==> config.mk <==
export PLATFORM = sky130hd
export DESIGN_NAME = axi_wr_arbiter
export DESIGN_NICKNAME = d
export VERILOG_FILES = /design/src/rtl/axi_wr_arbiter.sv
export SDC_FILE = /design/constraint.sdc
export NUM_CORES = 1
export LEC_CHECK = 0
export ABC_AREA = 1
export CORE_AREA = 2 2 166 168
export CTS_CLUSTER_SIZE = 25
export DETAILED_ROUTE_END_ITERATION = 12
export DIE_AREA = 0 0 168 170
export SLEW_MARGIN = 25
export SYNTH_ARGS = -nofsm -noshare
export SYNTH_HDL_FRONTEND = slang
export SYNTH_SLANG_ARGS = --single-unit
==> constraint.sdc <==
create_clock -name clk -period 2.6 [get_ports clk]
set_clock_uncertainty 0.2 [all_clocks]
set_input_delay 0.39 -clock clk [delete_from_list [all_inputs] [get_ports clk]]
set_output_delay 0.39 -clock clk [all_outputs]
set_load 0.02 [all_outputs]
==> src/rtl/axi_wr_arbiter.sv <==
// Round-robin arbiter sharing one AXI write slave port between NUM_M masters.
// Optional response-wait timeout is compiled in with the ARB_TIMEOUT_EN macro.
module axi_wr_arbiter #(
  parameter int NUM_M   = 4,
  parameter int AW      = 32,
  parameter int DW      = 32,
  parameter int TIMEOUT = 64
) (
  input  logic                clk,
  input  logic                rst_n,
  input  logic [NUM_M-1:0]    m_awvalid,
  output logic [NUM_M-1:0]    m_awready,
  input  logic [NUM_M*AW-1:0] m_awaddr,
  input  logic [NUM_M*8-1:0]  m_awlen,
  input  logic [NUM_M*2-1:0]  m_awburst,
  input  logic [NUM_M-1:0]    m_wvalid,
  output logic [NUM_M-1:0]    m_wready,
  input  logic [NUM_M*DW-1:0] m_wdata,
  input  logic [NUM_M-1:0]    m_wlast,
  output logic [NUM_M-1:0]    m_bvalid,
  output logic [NUM_M*2-1:0]  m_bresp,
  input  logic [NUM_M-1:0]    m_bready,
  output logic                s_awvalid,
  output logic [AW-1:0]       s_awaddr,
  output logic [7:0]          s_awlen,
  output logic [1:0]          s_awburst,
  input  logic                s_awready,
  output logic                s_wvalid,
  output logic [DW-1:0]       s_wdata,
  output logic                s_wlast,
  input  logic                s_wready,
  input  logic                s_bvalid,
  input  logic [1:0]          s_bresp,
  output logic                s_bready,
  output logic [2:0]          grant_id,
  output logic                busy,
  output logic [1:0]          state_dbg
);

  // Handshakes: a transfer happens in the cycle where valid && ready are both
  // high; valid never waits on ready, and only the granted master is connected.

  localparam int GW = (NUM_M > 1) ? $clog2(NUM_M) : 1;

  localparam logic [1:0] IDLE = 2'd0;
  localparam logic [1:0] ADDR = 2'd1;
  localparam logic [1:0] DATA = 2'd2;
  localparam logic [1:0] RESP = 2'd3;

  logic [1:0]    state;
  logic [GW-1:0] g;
  logic [GW-1:0] last_grant;
  logic [GW-1:0] winner;
  logic          any_req;
  logic [7:0]    beat_cnt;
  logic [7:0]    len_q;
  logic          len_err;
  logic          b_valid_g;
  logic [1:0]    b_resp_g;
  logic          b_fire;

  logic [AW-1:0] awaddr_a  [NUM_M];
  logic [7:0]    awlen_a   [NUM_M];
  logic [1:0]    awburst_a [NUM_M];
  logic [DW-1:0] wdata_a   [NUM_M];

  logic [2*NUM_M-1:0] req2;
  logic [NUM_M-1:0]   req_rot;

  always_comb begin
    for (int i = 0; i < NUM_M; i++) begin
      awaddr_a[i]  = m_awaddr[i*AW +: AW];
      awlen_a[i]   = m_awlen[i*8 +: 8];
      awburst_a[i] = m_awburst[i*2 +: 2];
      wdata_a[i]   = m_wdata[i*DW +: DW];
    end
  end

  // Rotate requests so bit 0 is the master right after last_grant; the lowest
  // set bit of the rotated vector is the winner.
  always_comb begin
    req2    = {m_awvalid, m_awvalid};
    req_rot = NUM_M'(req2 >> (int'(last_grant) + 1));
    winner  = last_grant;
    any_req = 1'b0;
    for (int j = NUM_M - 1; j >= 0; j--) begin
      if (req_rot[j]) begin
        any_req = 1'b1;
        winner  = GW'((int'(last_grant) + 1 + j) % NUM_M);
      end
    end
  end

  always_comb begin
    s_awvalid = (state == ADDR) && m_awvalid[g];
    s_awaddr  = awaddr_a[g];
    s_awlen   = awlen_a[g];
    s_awburst = awburst_a[g];
    m_awready = '0;
    if (state == ADDR) m_awready[g] = s_awready;

    s_wvalid = (state == DATA) && m_wvalid[g];
    s_wdata  = wdata_a[g];
    s_wlast  = (state == DATA) && (beat_cnt == len_q);
    m_wready = '0;
    if (state == DATA) m_wready[g] = s_wready;
  end

`ifdef ARB_TIMEOUT_EN
  localparam int TW = $clog2(TIMEOUT + 1);

  logic [TW-1:0] to_cnt;
  logic          to_fired;

  assign to_fired = (to_cnt == TW'(TIMEOUT));

  always_ff @(posedge clk) begin
    if (!rst_n || state != RESP) to_cnt <= '0;
    else if (!s_bvalid && !to_fired) to_cnt <= to_cnt + 1'b1;
  end

  // Once fired, the arbiter answers the master itself; a late slave B is
  // swallowed in IDLE so it cannot leak into the next transaction.
  always_comb begin
    b_valid_g = to_fired ? 1'b1 : s_bvalid;
    b_resp_g  = (to_fired || len_err) ? 2'b10 : s_bresp;
    s_bready  = 1'b0;
    if (state == RESP)      s_bready = to_fired ? 1'b0 : m_bready[g];
    else if (state == IDLE) s_bready = s_bvalid;
  end
`else
  always_comb begin
    b_valid_g = s_bvalid;
    b_resp_g  = len_err ? 2'b10 : s_bresp;
    s_bready  = (state == RESP) && m_bready[g];
  end
`endif

  always_comb begin
    m_bvalid = '0;
    m_bresp  = '0;
    if (state == RESP) begin
      m_bvalid[g] = b_valid_g;
      for (int i = 0; i < NUM_M; i++) begin
        if (GW'(i) == g) m_bresp[i*2 +: 2] = b_resp_g;
      end
    end
  end

  assign b_fire = (state == RESP) && b_valid_g && m_bready[g];

  always_ff @(posedge clk) begin
    if (!rst_n) begin
      state      <= IDLE;
      g          <= '0;
      last_grant <= GW'(NUM_M - 1);
      beat_cnt   <= '0;
      len_q      <= '0;
      len_err    <= 1'b0;
    end else begin
      case (state)
        IDLE: begin
          if (any_req) begin
            g     <= winner;
            state <= ADDR;
          end
        end
        ADDR: begin
          if (s_awvalid && s_awready) begin
            len_q    <= s_awlen;
            beat_cnt <= '0;
            len_err  <= 1'b0;
            state    <= DATA;
          end
        end
        DATA: begin
          // The beat count, not the master's WLAST, decides where the burst ends.
          if (s_wvalid && s_wready) begin
            beat_cnt <= beat_cnt + 8'd1;
            if (m_wlast[g] != s_wlast) len_err <= 1'b1;
            if (s_wlast) state <= RESP;
          end
        end
        RESP: begin
          if (b_fire) begin
            last_grant <= g;
            state      <= IDLE;
          end
        end
        default: state <= IDLE;
      endcase
    end
  end

  assign grant_id  = 3'(g);
  assign busy      = (state != IDLE);
  assign state_dbg = state;

endmodule

; ---- After elaboration in Yosys (flattened, before gate mapping)
; Index checks and enable logic that the tools add are counted.
[op_classes]
n_reduce_logical = 19
mux = 52
n_bitwise = 4
shift = 1
eq_ne = 14
add_sub_neg = 5
n_lt_le_gt_ge = 3
[op_table]
columns = op, count
row1 = $bmux 32 s2, 2
row2 = $mux 32, 4
row3 = $mux 8, 5
row4 = $mux 2, 16
row5 = $bmux 8 s2, 1
row6 = $pmux 8 s2, 1
row7 = $and 4x4->4, 3
row8 = $mux 1, 12
row9 = $mux 4, 3
row10 = $logic_and 1x1->1, 9
row11 = $add 8x1->8 const B, 1
row12 = $bmux 1 s2, 4
row13 = $eq 8x8->1, 1
row14 = $pmux 2 s4, 1
row15 = $shr 8x3->4, 1
row16 = $ne 2x1->1 const B, 3
row17 = $ne 2x2->1 const B, 3
row18 = $reduce_and 2->1, 3
row19 = $reduce_and 5->1, 1
row20 = $add 2x2->2 const B, 2
row21 = $bmux 2 s2, 1
row22 = $eq 2x2->1 const A, 2
row23 = $eq 2x2->1 const B, 2
row24 = $logic_not 2->1, 2
row25 = other kinds (14), 15
[word_totals]
output_inout_bits = 104
ff_bits = 23
inputBits = 319

; ---- Depth between registers and ports, before layout
; Gate-level depths: netlist of the first run.
[logic_depth]
depth_word = 8
mapped_depth = 13

; ---- Worst setup path after synthesis of the first run
; Ideal clock, no wire load.
[synth_path]
path_type = register -> output
startpoint = reg g[1]
endpoint = out m_bresp[6]
arrival_ns = 1.565
n_path_buf = 3
t_required_ns = 2.010
path_stages_with_launch = 8
slack_ns = 0.445
cell_sequence = dfxtp_1 buf_2 nand2_1 inv_1 buf_2 buf_2 nand2_1 nor2_1
[synth_between]
elab_chain_len = 3
[synth_lines]
columns = element, line_no
row1 = from (decl), 51  ; logic [GW-1:0] g;
row2 = from (signal assigned), 164  ; g <= winner;
row3 = $eq 2x2->1, 145  ; if (GW'(i) == g) m_bresp[i*2 +: 2] = b_resp_g;
row4 = $mux 2, 145
row5 = $mux 8, 142  ; if (state == RESP) begin
row6 = to (decl), 21  ; output logic [NUM_M*2-1:0] m_bresp,
; Every way passes these cells.

; ---- Worst setup path after layout of the first run
[layout_path]
startpoint = reg g[1]
endpoint = out s_awaddr[21]
[layout_between]
elab_chain_len = 4
[layout_lines]
columns = element, line_no
row1 = $not 2->3 (implied by the code), 96  ; s_awaddr = awaddr_a[g];
row2 = $bmux 32 s2, 96
row3 = $mux 32 (implied by the code) (2 in a row), 96
row4 = to (decl), 24  ; output logic [AW-1:0] s_awaddr,
; Every way passes these cells. The select of a mux whose other input is x is not followed.

==> flow_summary_export.csv, run 1 <==
group,metric,value,unit
placed_design,dpl_cell_area,8230,um2
yosys,synth_cells,597,
worst_setup_path,crit_buf_inv,4,
worst_setup_path,r2r_slack,0.52,ns
worst_setup_path,cp.required,2.01,ns
timing,hold_ws,0.278,ns
global_routing,grt_pass1_wl,38100,um
yosys,seq_area_frac_synth,13.8,%
power_and_ir_drop,ir_drop,0.290,mV
floorplanning,io-pin-count,423,
placed_design,port_buffers,421,
min_path,min-delay-start,"len_q[2]",
clock_tree,clk_path_buf_depth,2,
finish,area_delta_synth_final,151,%
yosys,ys_types,30,
worst_setup_path,rr_startpoint,"state_dbg[0]",
worst_setup_path,critPathMaxStageDelay,0.42,ns
worst_setup_path,cp_slowest_cell,"dfxtp_2",
worst_setup_path,path_cells,"buf_4 -> nor2_4 -> buf_4 -> buf_12 -> a22oi_1 -> nand2_1 -> dlygate4sd2_1",
timing,layout_min_cycle_time,2.52,ns
power_and_ir_drop,power_density,837,nW/um2
clock_tree,cts-buffers-inserted,3,
floorplanning,fp.dieArea,28600,um2
finish,nFillCells,2863,
routing,drt-total-wl,27300,um
global_routing,antenna_found_initial,5,
timing,rsz0062_at_grt,"no",
global_routing,grt-ovfl-total,0,
timing,finalHoldViolations,0,
routing,vias_per_cell,4.35,
routing,drtAntennaViolNets,0,
routing,vias,5914,
placed_design,hpwl,23500,um
global_routing,grt_start_max_net_pins,38,
worst_setup_path,arrival,1.93,ns
placed_design,gp_congestion,0.855,
floorplanning,die_h,170,um
timing,fin_tns_setup,0,ns
timing,setup_viol,0,
worst_setup_path,crit_family,"buffers and inverters",
worst_setup_path,worstSetupPathType,"reg -> out",
worst_setup_path,worstSetupEndpointType,"primary output",
job,maxCapViolCount,0,
finish,fin_nets,1341,
yosys,synth_warnings,0,
routing,drc_errors,0,
clock_tree,clockRootBuffer,"clkbuf_16",
floorplanning,die_width,168,um
routing,wl_per_cell,20.1,um
clock_tree,clkLatencyLatePin,0.26,ns
worst_setup_path,critPathLaunch,"g[1]",
worst_setup_path,worst_setup_path_start_kind,"flip-flop",
worst_setup_path,cp_common_cell,"buf_4",
routing,drt_iter0_markers,398,
timing,drv_slew,0,
global_routing,grt_pass1_vias,5926,
min_path,holdCritPathClass,"reg -> reg",
yosys,syn_nets,921,
floorplanning,row_count,60,
worst_setup_path,crit_path_max_fanout,28,
clock_tree,ctsHtreeMaxLevel,1,
clock_tree,cts_tree,"done",
routing,drt-pass1-iter-count,6,
floorplanning,core,26700,um2
clock_tree,cts_sinks,23,
global_routing,grt_usage,17.8,%
power_and_ir_drop,p_leak,3.54,nW
finish,layout_commonest_cell,"clkdlybuf4s50_1",
clock_tree,clk_pin_slew,0.07,ns
finish,layout_common_cells,"336 x clkdlybuf4s50_1, 235 x nand2_1, 102 x a22oi_1, 59 x dlygate4sd2_1, 43 x nor2_1",
floorplanning,initial_utilization,12.5,%
finish,drive_gt1_share,8.27,%
yosys,yosys_register_bits,23,
timing,max_freq,0.396,GHz
run_status,status,"finished clean",
yosys,syn_area_per_cell,5.59,um2
finish,postLayoutCellArea,8370,um2
timing,period_share,97.1,%
yosys,synth_area,3340,um2
-- report_power, final --
part / internal (W) / leakage [nW] / switching [W]
Combinational: 0.00268 / 3.32 / 0.00347
Sequential: 0.000424 / 0.188 / 0.0000794
Clock: 0.000207 / 0.0409 / 0.000137
-- cells by family (layout without fill, tap and decap cells) --
kind of cell | Yosys count | in the layout | share of synthesized area (%)
and+or+nand+nor | 337 | 337 | 41.4
AOI/OAI and AO/OA | 147 | 147 | 30.3
buffers and inverters | 78 | 497 | 10.9
DFF | 23 | 23 | 13.8
xor gates and xnor gates | 6 | 6 | 1.57
adders and majority gates | 5 | 5 | 1.87
other | 1 | 3 | 0.112
-- tightest hold or removal path, delay by kind of cell (launching register included) --
| family | cells | cell delay [ns] |
|---|---|---|
| AOI/OAI and AO/OA | 1 | 0.06 |
| buffers and inverters | 1 | 0.06 |
| DFF | 1 | 0.31 |
-- flip-flops by register name, indices dropped and copies added (netlist names) --
| signal | flops |
|---|---|
| last_grant | 2 |
| g | 2 |
| len_err | 1 |
| len_q | 8 |
| beat_cnt | 8 |
| state_dbg | 2 |
-- through the flow --
stage | util [%] | worst slack, ns | std cells | total power [W]
finish | 31.4 | 0.0766 | 1359 | 0.00701
global route | 31.4 | 0.00769 | 1359 | 0.00751
CTS | 31.3 | 0.0146 | 1357 | 0.00707
detailed placement | 30.9 | 0.0594 | 1348 | 0.00686
global placement | 30.9 | 0.0531 | 1348 | 0.00686
floorplan | - | 0.445 | 597 | 0.00337
-- cell usage after synthesis, drive strengths merged --
cell / number / area [um2]
nand2: 238 / 906
a22oi: 106 / 796
nor2: 46 / 180
nand3: 41 / 205
buf: 38 / 208
inv: 38 / 148
a21oi: 23 / 115
dfxtp: 23 / 460
o21ai: 15 / 78.8
nand4: 6 / 37.5
xor2: 6 / 52.6
ha: 5 / 62.6
clkbuf: 2 / 7.51
nand3b: 2 / 27.5
nor3b: 2 / 15.0
o211ai: 2 / 15.0
a21boi: 1 / 7.51
conb: 1 / 3.75
nor3: 1 / 5.00
or2: 1 / 6.26
-- final timing paths --
| check | endpoint | depth (start not counted) |
|---|---|---|
| max | s_awaddr[21] | 7 |
| min | len_q[2] | 2 |
| max reg2reg | len_err | 9 |
| min reg2reg | len_q[2] | 2 |
-- repair_timing --
item                       CTS  global route
pin swaps                    3             2
buffers inserted             4             0
gates resized for setup     68             8
hold buffers                 0             0
setup endpoints to repair   65             9
gates cloned                 1             0
-- area by class of cell --
class	count	area, um2	area share (%)
Timing Repair Buffer	455	4680	56.0
Multi-Input combinational cell	496	2560	30.6
Sequential cell	23	463	5.53
Tap cell	341	427	5.10
Inverter	38	153	1.82
Clock buffer	3	75.1	0.897
Clock inverter	1	5.00	0.0598
Antenna cell	2	5.00	0.0598
-- per-layer routing --
metal	vias up	wire length [um]	GRT usage (%)	share of wire [%]
met5	-	35	0	0.13
met4	6	225	2.23	0.82
met3	25	2560	5.65	9.4
li1	2881	-	-	-
met2	280	13400	30.9	49
met1	2722	11100	22.2	41
No activity file was read; power rests on OpenSTA's default activity.
==> run 2: changes to the inputs <==
--- a/config.mk
+++ b/config.mk
@@ -10,6 +10,7 @@
 export CTS_CLUSTER_SIZE = 25
 export DETAILED_ROUTE_END_ITERATION = 12
 export DIE_AREA = 0 0 168 170
+export DONT_BUFFER_PORTS = 1
 export SLEW_MARGIN = 25
 export SYNTH_ARGS = -nofsm -noshare
 export SYNTH_HDL_FRONTEND = slang
==> run 2 against run 1 <==
Global-route usage fell by 2.3 points. Flip-flop and latch count did not move. Clock power barely moved. Critical path depth fell by 1. Maximum frequency rose by 0.72%. Non-clock buffer count fell by 395. Via count fell by 22%. Core utilization fell by 15 points. Sequential share of layout area rose by 4.8 points. Wire length fell by 9.1%. Final area fell by 46%. Largest cell class is now multi-input combinational cells.
==> flow_summary_export.csv, run 2 (synthesis results as in run 1) <==
group,metric,value,unit
run_status,status,"finished clean",
timing,finalHoldViolations,0,
global_routing,met3_usage,7.05,%
worst_setup_path,worstSetupPathType,"reg -> out",
worst_setup_path,arrival,1.92,ns
clock_tree,clkLatencyLatePin,0.26,ns
finish,fin_nets,947,
clock_tree,clk_pin_slew,0.06,ns
global_routing,antenna_found_initial,8,
power_and_ir_drop,p_sw,0.00355,W
clock_tree,post-cts-setup-buffer-count,0,
worst_setup_path,critPathMaxStageDelay,0.43,ns
worst_setup_path,cp.required,2.01,ns
clock_tree,cts_hold_buffers,0,
routing,wl_per_cell,25.7,um
finish,multi_input_area,2540,um2
worst_setup_path,cp_common_cell,"buf_12",
finish,drive_gt1_share,13.5,%
finish,layout_commonest_cell,"nand2_1",
finish,layoutNonFillerInstCount,966,
global_routing,gr-max-usage-layer,"met2",
worst_setup_path,worstSetupEndpointType,"primary output",
worst_setup_path,rr_startpoint,"state_dbg[0]",
global_routing,grt-ovfl-total,0,
finish,nFillCells,3048,
finish,seqCellArea,463,um2
power_and_ir_drop,comb_power_share,85.4,%
timing,drv_slew,0,
routing,vias_per_cell,4.75,
worst_setup_path,worst_setup_path_start_kind,"flip-flop",
clock_tree,cts_tree,"done",
finish,utilization,16.9,%
global_routing,met2_usage,24.4,%
worst_setup_path,crit_family,"buffers and inverters",
worst_setup_path,critPathLaunch,"g[1]",
routing,drc_errors,0,
global_routing,grt_util_met1,19.9,%
finish,largestRegisters,"beat_cnt (8), len_q (8)",
global_routing,grt_pass1_vias,4050,
routing,drt-total-wl,24800,um
job,maxCapViolCount,0,
timing,relSlewSlack,61.2,%
worst_setup_path,crit_buf_inv,3,
routing,vias,4592,
timing,max_freq,0.399,GHz
floorplanning,fp.dieArea,28600,um2
floorplanning,die_h,170,um
worst_setup_path,cp_slowest_cell,"dfxtp_2",
power_and_ir_drop,p_seq_share,8.8,%
placed_design,gp_congestion,0.927,
clock_tree,cts_sinks,23,
power_and_ir_drop,power_density,1340,nW/um2
timing,layout_min_cycle_time,2.51,ns
clock_tree,cts-buffers-inserted,3,
timing,setup_viol,0,
finish,area_delta_synth_final,34.7,%
min_path,holdCritPathClass,"in -> reg",
timing,rsz0062_at_grt,"no",
timing,worst_pin_slew,0.582,ns
clock_tree,clockRootBuffer,"clkbuf_16",
power_and_ir_drop,p_int,0.00246,W
placed_design,placedCellCount,958,
clock_tree,ctsHtreeMaxLevel,1,
global_routing,grt_usage,15.5,%
min_path,min-delay-start,"rst_n",
global_routing,grt_pass1_wl,31100,um
routing,drt-pass1-iter-count,5,
floorplanning,die_width,168,um
routing,drt_iter0_markers,474,
clock_tree,clk_path_buf_depth,2,
timing,period_share,96.4,%
floorplanning,initial_utilization,12.5,%
worst_setup_path,crit_path_max_fanout,47,
power_and_ir_drop,clkPwrFrac,5.8,%
routing,drtAntennaViolNets,0,
global_routing,grt_start_max_net_pins,48,
finish,layout_common_cells,"234 x nand2_1, 105 x a22oi_1, 42 x nor2_1, 41 x nand3_1, 34 x inv_1",
power_and_ir_drop,p_leak,1.86,nW
power_and_ir_drop,netSwitchingFraction,59.1,%
placed_design,port_buffers,0,
placed_design,hpwl,21500,um
timing,fin_tns_setup,0,ns
floorplanning,core,26700,um2
power_and_ir_drop,ir_drop,0.373,mV
worst_setup_path,path_cells,"buf_4 -> nor2_4 -> buf_12 -> a22oi_1 -> nand3_1 -> buf_12",
floorplanning,io-pin-count,423,
floorplanning,row_count,60,
[run 2: path summary, 6_finish.rpt]
path / endpoint / slack, ns / cells past startpoint
setup reg to reg: beat_cnt[0] / 0.34 / 9
hold reg to reg: len_q[1] / 0.27 / 2
hold / removal: last_grant[0] / 0.03 / 1
setup / recovery: s_wdata[10] / 0.09 / 6
[run 2: metal layers]
| metal | part of all wire (%) | vias up |
|---|---|---|
| met1 | 41 | 2146 |
| met3 | 12 | 26 |
| li1 | - | 2086 |
| met5 | 0.26 | - |
| met2 | 46 | 324 |
| met4 | 1.1 | 10 |
[run 2: layout make-up]
class / instances / area share (%)
inverter: 38 / 3.29
clock buffer: 3 / 1.67
tap: 341 / 9.49
multi-input combinational: 497 / 56.6
sequential: 23 / 10.3
timing repair buffer: 60 / 18.4
antenna: 3 / 0.167
clock inverter: 1 / 0.111
[run 2: power by group through the flow]
| stage | Clock [W] | Sequential, W | Combinational, W |
|---|---|---|---|
| after floorplan | 0 | 0.000502 | 0.00287 |
| after global placement | 0 | 0.000514 | 0.00510 |
| after detailed placement | 0 | 0.000515 | 0.00515 |
| after CTS | 0.000359 | 0.000511 | 0.00517 |
| after global routing | 0.000375 | 0.000539 | 0.00550 |
| final | 0.000348 | 0.000529 | 0.00513 |
[run 2: timing repair]
action / 4_1_cts / 5_1_grt
pin swaps: 1 / 1
cloned: 0 / 1
setup endpoints to repair: 5 / 3
resized for setup: 4 / 2
[run 2: metrics by stage]
| stage | power, W | instance area, um2 | worst slack (ns) | hold WS (ns) |
|---|---|---|---|---|
| global placement | 0.00561 | 4380 | 0.335 | 0.258 |
| CTS | 0.00604 | 4470 | 0.0283 | 0.0255 |
| finish | 0.00601 | 4490 | 0.0947 | 0.0323 |
| detailed placement | 0.00567 | 4380 | 0.294 | 0.257 |
| global route | 0.00642 | 4490 | 0.00916 | 0.0323 |
| floorplan | 0.00337 | 3340 | 0.445 | 0.243 |
==> run 3: changes to the inputs <==
--- a/config.mk
+++ b/config.mk
@@ -11,6 +11,7 @@
 export DETAILED_ROUTE_END_ITERATION = 12
 export DIE_AREA = 0 0 168 170
 export DONT_BUFFER_PORTS = 1
+export PLACE_DENSITY = 0.3
 export SLEW_MARGIN = 25
 export SYNTH_ARGS = -nofsm -noshare
 export SYNTH_HDL_FRONTEND = slang
==> run 3 against run 2 <==
Clock power is 3% higher. Sequential power is 7.6% lower. Setup slack better by 0.011 ns. Critical endpoint is now s_awaddr[6]. Maximum frequency is 0.44% higher. Largest power group unchanged. Non-clock buffer count is 3 lower. Global-route usage is 0.22 points higher. Final area is 0.70% lower. Combinational power is 2% lower.
==> flow_summary_export.csv, run 3 (synthesis results as in run 1) <==
group,metric,value,unit
placed_design,hpwl,21000,um
floorplanning,fp.dieArea,28600,um2
clock_tree,cts_tree,"done",
routing,drtAntennaViolNets,0,
job,maxCapViolCount,0,
timing,setup_viol,0,
floorplanning,die_width,168,um
placed_design,port_buffers,0,
power_and_ir_drop,power_density,1310,nW/um2
clock_tree,cts_sinks,23,
timing,finalHoldViolations,0,
global_routing,antenna_found_initial,6,
timing,max_freq,0.401,GHz
timing,layout_min_cycle_time,2.49,ns
min_path,holdCritPathClass,"in -> reg",
finish,layout_commonest_cell,"nand2_1",
power_and_ir_drop,p_leak,1.84,nW
worst_setup_path,worstSetupEndpointType,"primary output",
worst_setup_path,crit_path_max_fanout,37,
floorplanning,die_h,170,um
global_routing,grt_pass1_vias,4038,
routing,vias,4486,
floorplanning,io-pin-count,423,
clock_tree,cts-buffers-inserted,3,
finish,drive_gt1_share,12.3,%
routing,wl_per_cell,25.6,um
clock_tree,clkLatencyLatePin,0.27,ns
clock_tree,ctsHtreeMaxLevel,1,
finish,layout_common_cells,"235 x nand2_1, 105 x a22oi_1, 43 x nor2_1, 41 x nand3_1, 34 x inv_1",
timing,hold_ws,0.0258,ns
global_routing,grt_usage,15.8,%
routing,drt-pass1-iter-count,7,
worst_setup_path,worst_setup_path_start_kind,"flip-flop",
routing,drt-total-wl,24600,um
floorplanning,core,26700,um2
floorplanning,initial_utilization,12.5,%
clock_tree,post-cts-setup-buffer-count,0,
placed_design,gp_congestion,0.799,
worst_setup_path,arrival,1.90,ns
routing,vias_per_cell,4.67,
timing,drv_slew,0,
clock_tree,clk_pin_slew,0.07,ns
routing,drt_iter0_markers,301,
timing,period_share,95.9,%
finish,area_delta_synth_final,33.7,%
timing,rsz0062_at_grt,"no",
clock_tree,clk_path_buf_depth,2,
worst_setup_path,cp.required,2.01,ns
routing,drc_errors,0,
clock_tree,clockRootBuffer,"clkbuf_16",
power_and_ir_drop,power.total,0.00585,W
finish,nFillCells,3090,
global_routing,grt_start_max_net_pins,57,
global_routing,grt_pass1_wl,31500,um
floorplanning,row_count,60,
global_routing,grt-ovfl-total,0,
worst_setup_path,worstSetupPathType,"reg -> out",
finish,utilization,16.7,%
run_status,status,"finished clean",
clock_tree,cts_hold_buffers,0,
finish,largestRegisters,"beat_cnt (8), len_q (8)",
finish,fin_nets,943,
timing,fin_tns_setup,0,ns
power_and_ir_drop,ir_drop,0.547,mV
## run 3: path summary, 6_finish.rpt
kind / from / end / slack [ns] / depth (start not counted)
max: g[1] / s_awaddr[6] / 0.11 / 6
min: rst_n / last_grant[0] / 0.03 / 1
max reg2reg: g[1] / len_q[2] / 0.47 / 7
min reg2reg: len_q[2] / len_q[2] / 0.27 / 2
## run 3: final cells by class
cell class                      instances  area [um2]  share of cell area [%]
Multi-Input combinational cell        496        2530                    56.7
Timing Repair Buffer                   57         811                    18.2
Sequential cell                        23         462                    10.3
Tap cell                              341         427                    9.56
Inverter                               38         150                    3.36
Clock buffer                            3        75.1                    1.68
Clock inverter                          1        7.51                   0.168
Antenna cell                            1        2.50                  0.0561
## run 3: timing repair
item | CTS | global route
gates cloned | 1 | 0
setup endpoints to repair | 3 | 47
resized for setup | 2 | 3
## run 3: worst max-delay path, stage by stage (launching register included)
cell,delay [ns]
dfxtp_1,0.45
nand2_1,0.16
inv_2,0.23
buf_16,0.25
nand2_1,0.19
nand3_1,0.18
buf_12,0.13
## run 3: metrics by stage
stage / cells / instance area (um2) / setup slack (ns)
finish: 960 / 4460 / 0.106
CTS: 959 / 4460 / 0.0105
global placement: 954 / 4330 / 0.163
detailed placement: 954 / 4330 / 0.129
floorplan: 597 / 3340 / 0.445
global route: 960 / 4460 / 0.00201
## run 3: per-layer routing
metal	track usage [%]	vias up	routed length, um
met3	5.23	20	2480
met4	3.18	6	398
met1	21.7	2119	10800
met2	23.9	267	10800
li1	-	2074	-
met5	0	-	41
## run 3: power breakdown
part           internal (W)  leakage, nW  switching, W  total, W
Clock              0.000209       0.0371      0.000148  0.000357
Sequential         0.000423        0.187     0.0000664  0.000489
Combinational       0.00174         1.62       0.00327   0.00501
Total               0.00237         1.84       0.00349   0.00585
==> edit, RTL diff (settings of run 1) <==
Add a define of `ARB_TIMEOUT_EN`.
--- a/src/rtl/axi_wr_arbiter.sv
+++ b/src/rtl/axi_wr_arbiter.sv
@@ -1,5 +1,7 @@
 // Round-robin arbiter sharing one AXI write slave port between NUM_M masters.
 // Optional response-wait timeout is compiled in with the ARB_TIMEOUT_EN macro.
+`define ARB_TIMEOUT_EN
+
 module axi_wr_arbiter #(
   parameter int NUM_M   = 4,
   parameter int AW      = 32,
Function: changed (Yosys sat finds a counterexample within 4 cycles, from zero or initial values and one cycle with rst_n low).
==> edit against run 1 <==
Total power is 0.86% lower. Wire length is 0.78% higher. Synthesized area is 11% higher. Die area stayed put. Setup slack worse by 0.0090 ns. Cell area is 6.5% higher. Count of clock-buffer cells in the layout is 3 higher. Register-to-register slack better by 0.02 ns. Highest routed layer unchanged. Synthesized cell count is 3.7% higher. Sequential cell count is 7 higher. Combinational power is 6.3% lower. Non-clock buffer count is 13 higher.
==> edit: results (changes against run 1) <==
Detailed routing
  • Total number of vias: 6227 (+5.3%)
  • Drt first pass iters: 7 (+1)
  • Routed length on met3: 3.07 mm (+20%)
  • 1st-iter DRT viols: 405 (+1.8%)
  • Top Metal Used: met5
  • Routed length per instance: 19.7 µm (-2.2%)
  • Met2 wire len: 12.0 mm (-11%)

Synth
  • Synthesized net count: 945 (+2.6%)
  • Biggest area consumer among synthesized cells: a22oi_1
  • Count of different cell masters after synthesis: 35 (+17%)
  • Synth cell count leaders: nand2_1, a22oi_1, nor2_1, inv_1, nand3_1
  • Ranking of synthesized cells by area: a22oi_1, nand2_1, dfxtp_1, nor2_1, nand3_1
  • Synth Area in XOR/XNOR: 0.0307 (+0.0150)
  • Async SR Flop Fraction: 0 (unchanged)
  • Post-synthesis cell count: 619 (+3.7%)
  • Synth Area in Adders: 0.0236 (+0.00488)
  • Post-synthesis sequential area ratio: 0.162 (+0.0240)
  • Post-synthesis compound-gate area fraction: 0.336 (+0.0331)

Final layout
  • Layout cells sized above 1: 0.107 (+0.0242)
  • Post-Layout Cell Count: 1400 (+3.0%)

Clock tree
  • Postcts setup bufs: 2 (-2)
  • H-tree depth: 2 (+1)
  • CTS buffer count: 5 (+2)
  • Skew-Pair Late Insertion Delay: 0.28 ns (+0.02 ns)

Place
  • Post-placement cell count: 1387 (+2.9%)
  • Dpl hpwl: 23.4 mm (-0.23%)
  • Placer Congestion: 0.857 (+0.23%)
  • Area post-placement: 0.00874 mm² (+6.2%)

Power
  • VDD IR max: 0.000324 V (+12%)
  • Leak: 3.82 nW (+7.9%)
  • Net Switching: 0.00352 W (-4.6%)

Setup path
  • Peak per-stage delay on the critical path: 0.36 ns (-0.06 ns)
  • CP Capture Point: s_awaddr[3]
  • RR Endpoint: beat_cnt[7]$_SDFFE_PN0P_
  • Slack of the worst reg-to-reg path: 0.54 ns (+0.02 ns)
  • Worst flop-to-flop path startpoint: state_dbg[1]$_SDFFE_PN0P_
  • Worst Path Max Fanout: 20 (-29%)

STA
  • Fmax: 395 MHz (-0.36%)
  • Min Hold Slack: 0.267 ns (-0.0108 ns)

GRT
  • First-pass GRT wire length: 37.9 mm (-0.40%)
  • Initial antenna violation count: 2 (-3)
  • Global routing usage on met1: 0.240 (+0.0176)
  • Largest net degree at the start of global routing: 34 (-11%)
  • Vias in the first global route: 6055 (+2.2%)
  • Met3 GRT Util: 0.0677 (+0.0112)
  • Total Routing Usage GR: 0.179 (+0.000624)

Worst hold path
  • Hold_sp: len_q[2]$_SDFFE_PN0P_

Outcome
  • Outcome: finished clean
-- edit: cell types whose count changed in the layout (fill, tap and decap cells not counted), moves of 7 or more --
cell     delta
inv_1       +8
dfxtp_1     +8
buf_4      +15
nor3_1      +7
a22oi_1    +22
xnor2_1    +10
nand2_1    -48
-- edit: power by group through the flow --
stage	logic (W)	clock network, W	registers (W)
3_3_place_gp	0.00600	0	0.000585
3_5_place_dp	0.00599	0	0.000586
2_1_floorplan	0.00260	0	0.000592
5_1_grt	0.00621	0.000636	0.000588
4_1_cts	0.00581	0.000611	0.000578
6_report	0.00577	0.000597	0.000578
-- edit: area by class of cell --
class                   count  area [µm²]
diodes                      2        5.00
clock buffers               6         139
clock inverters             2        12.5
fillers                  2832       17700
inverters                  49         189
multi-input cells         502        2770
flip-flops and latches     30         602
well taps                 341         427
repair buffers            468        4770
-- edit: worst min-delay path, delay by kind of cell, from the launching register on --
kind | cells | cell delay, ns
DFF | 1 | 0.31
AOI/OAI and AO/OA | 1 | 0.05
buffers and inverters | 1 | 0.06
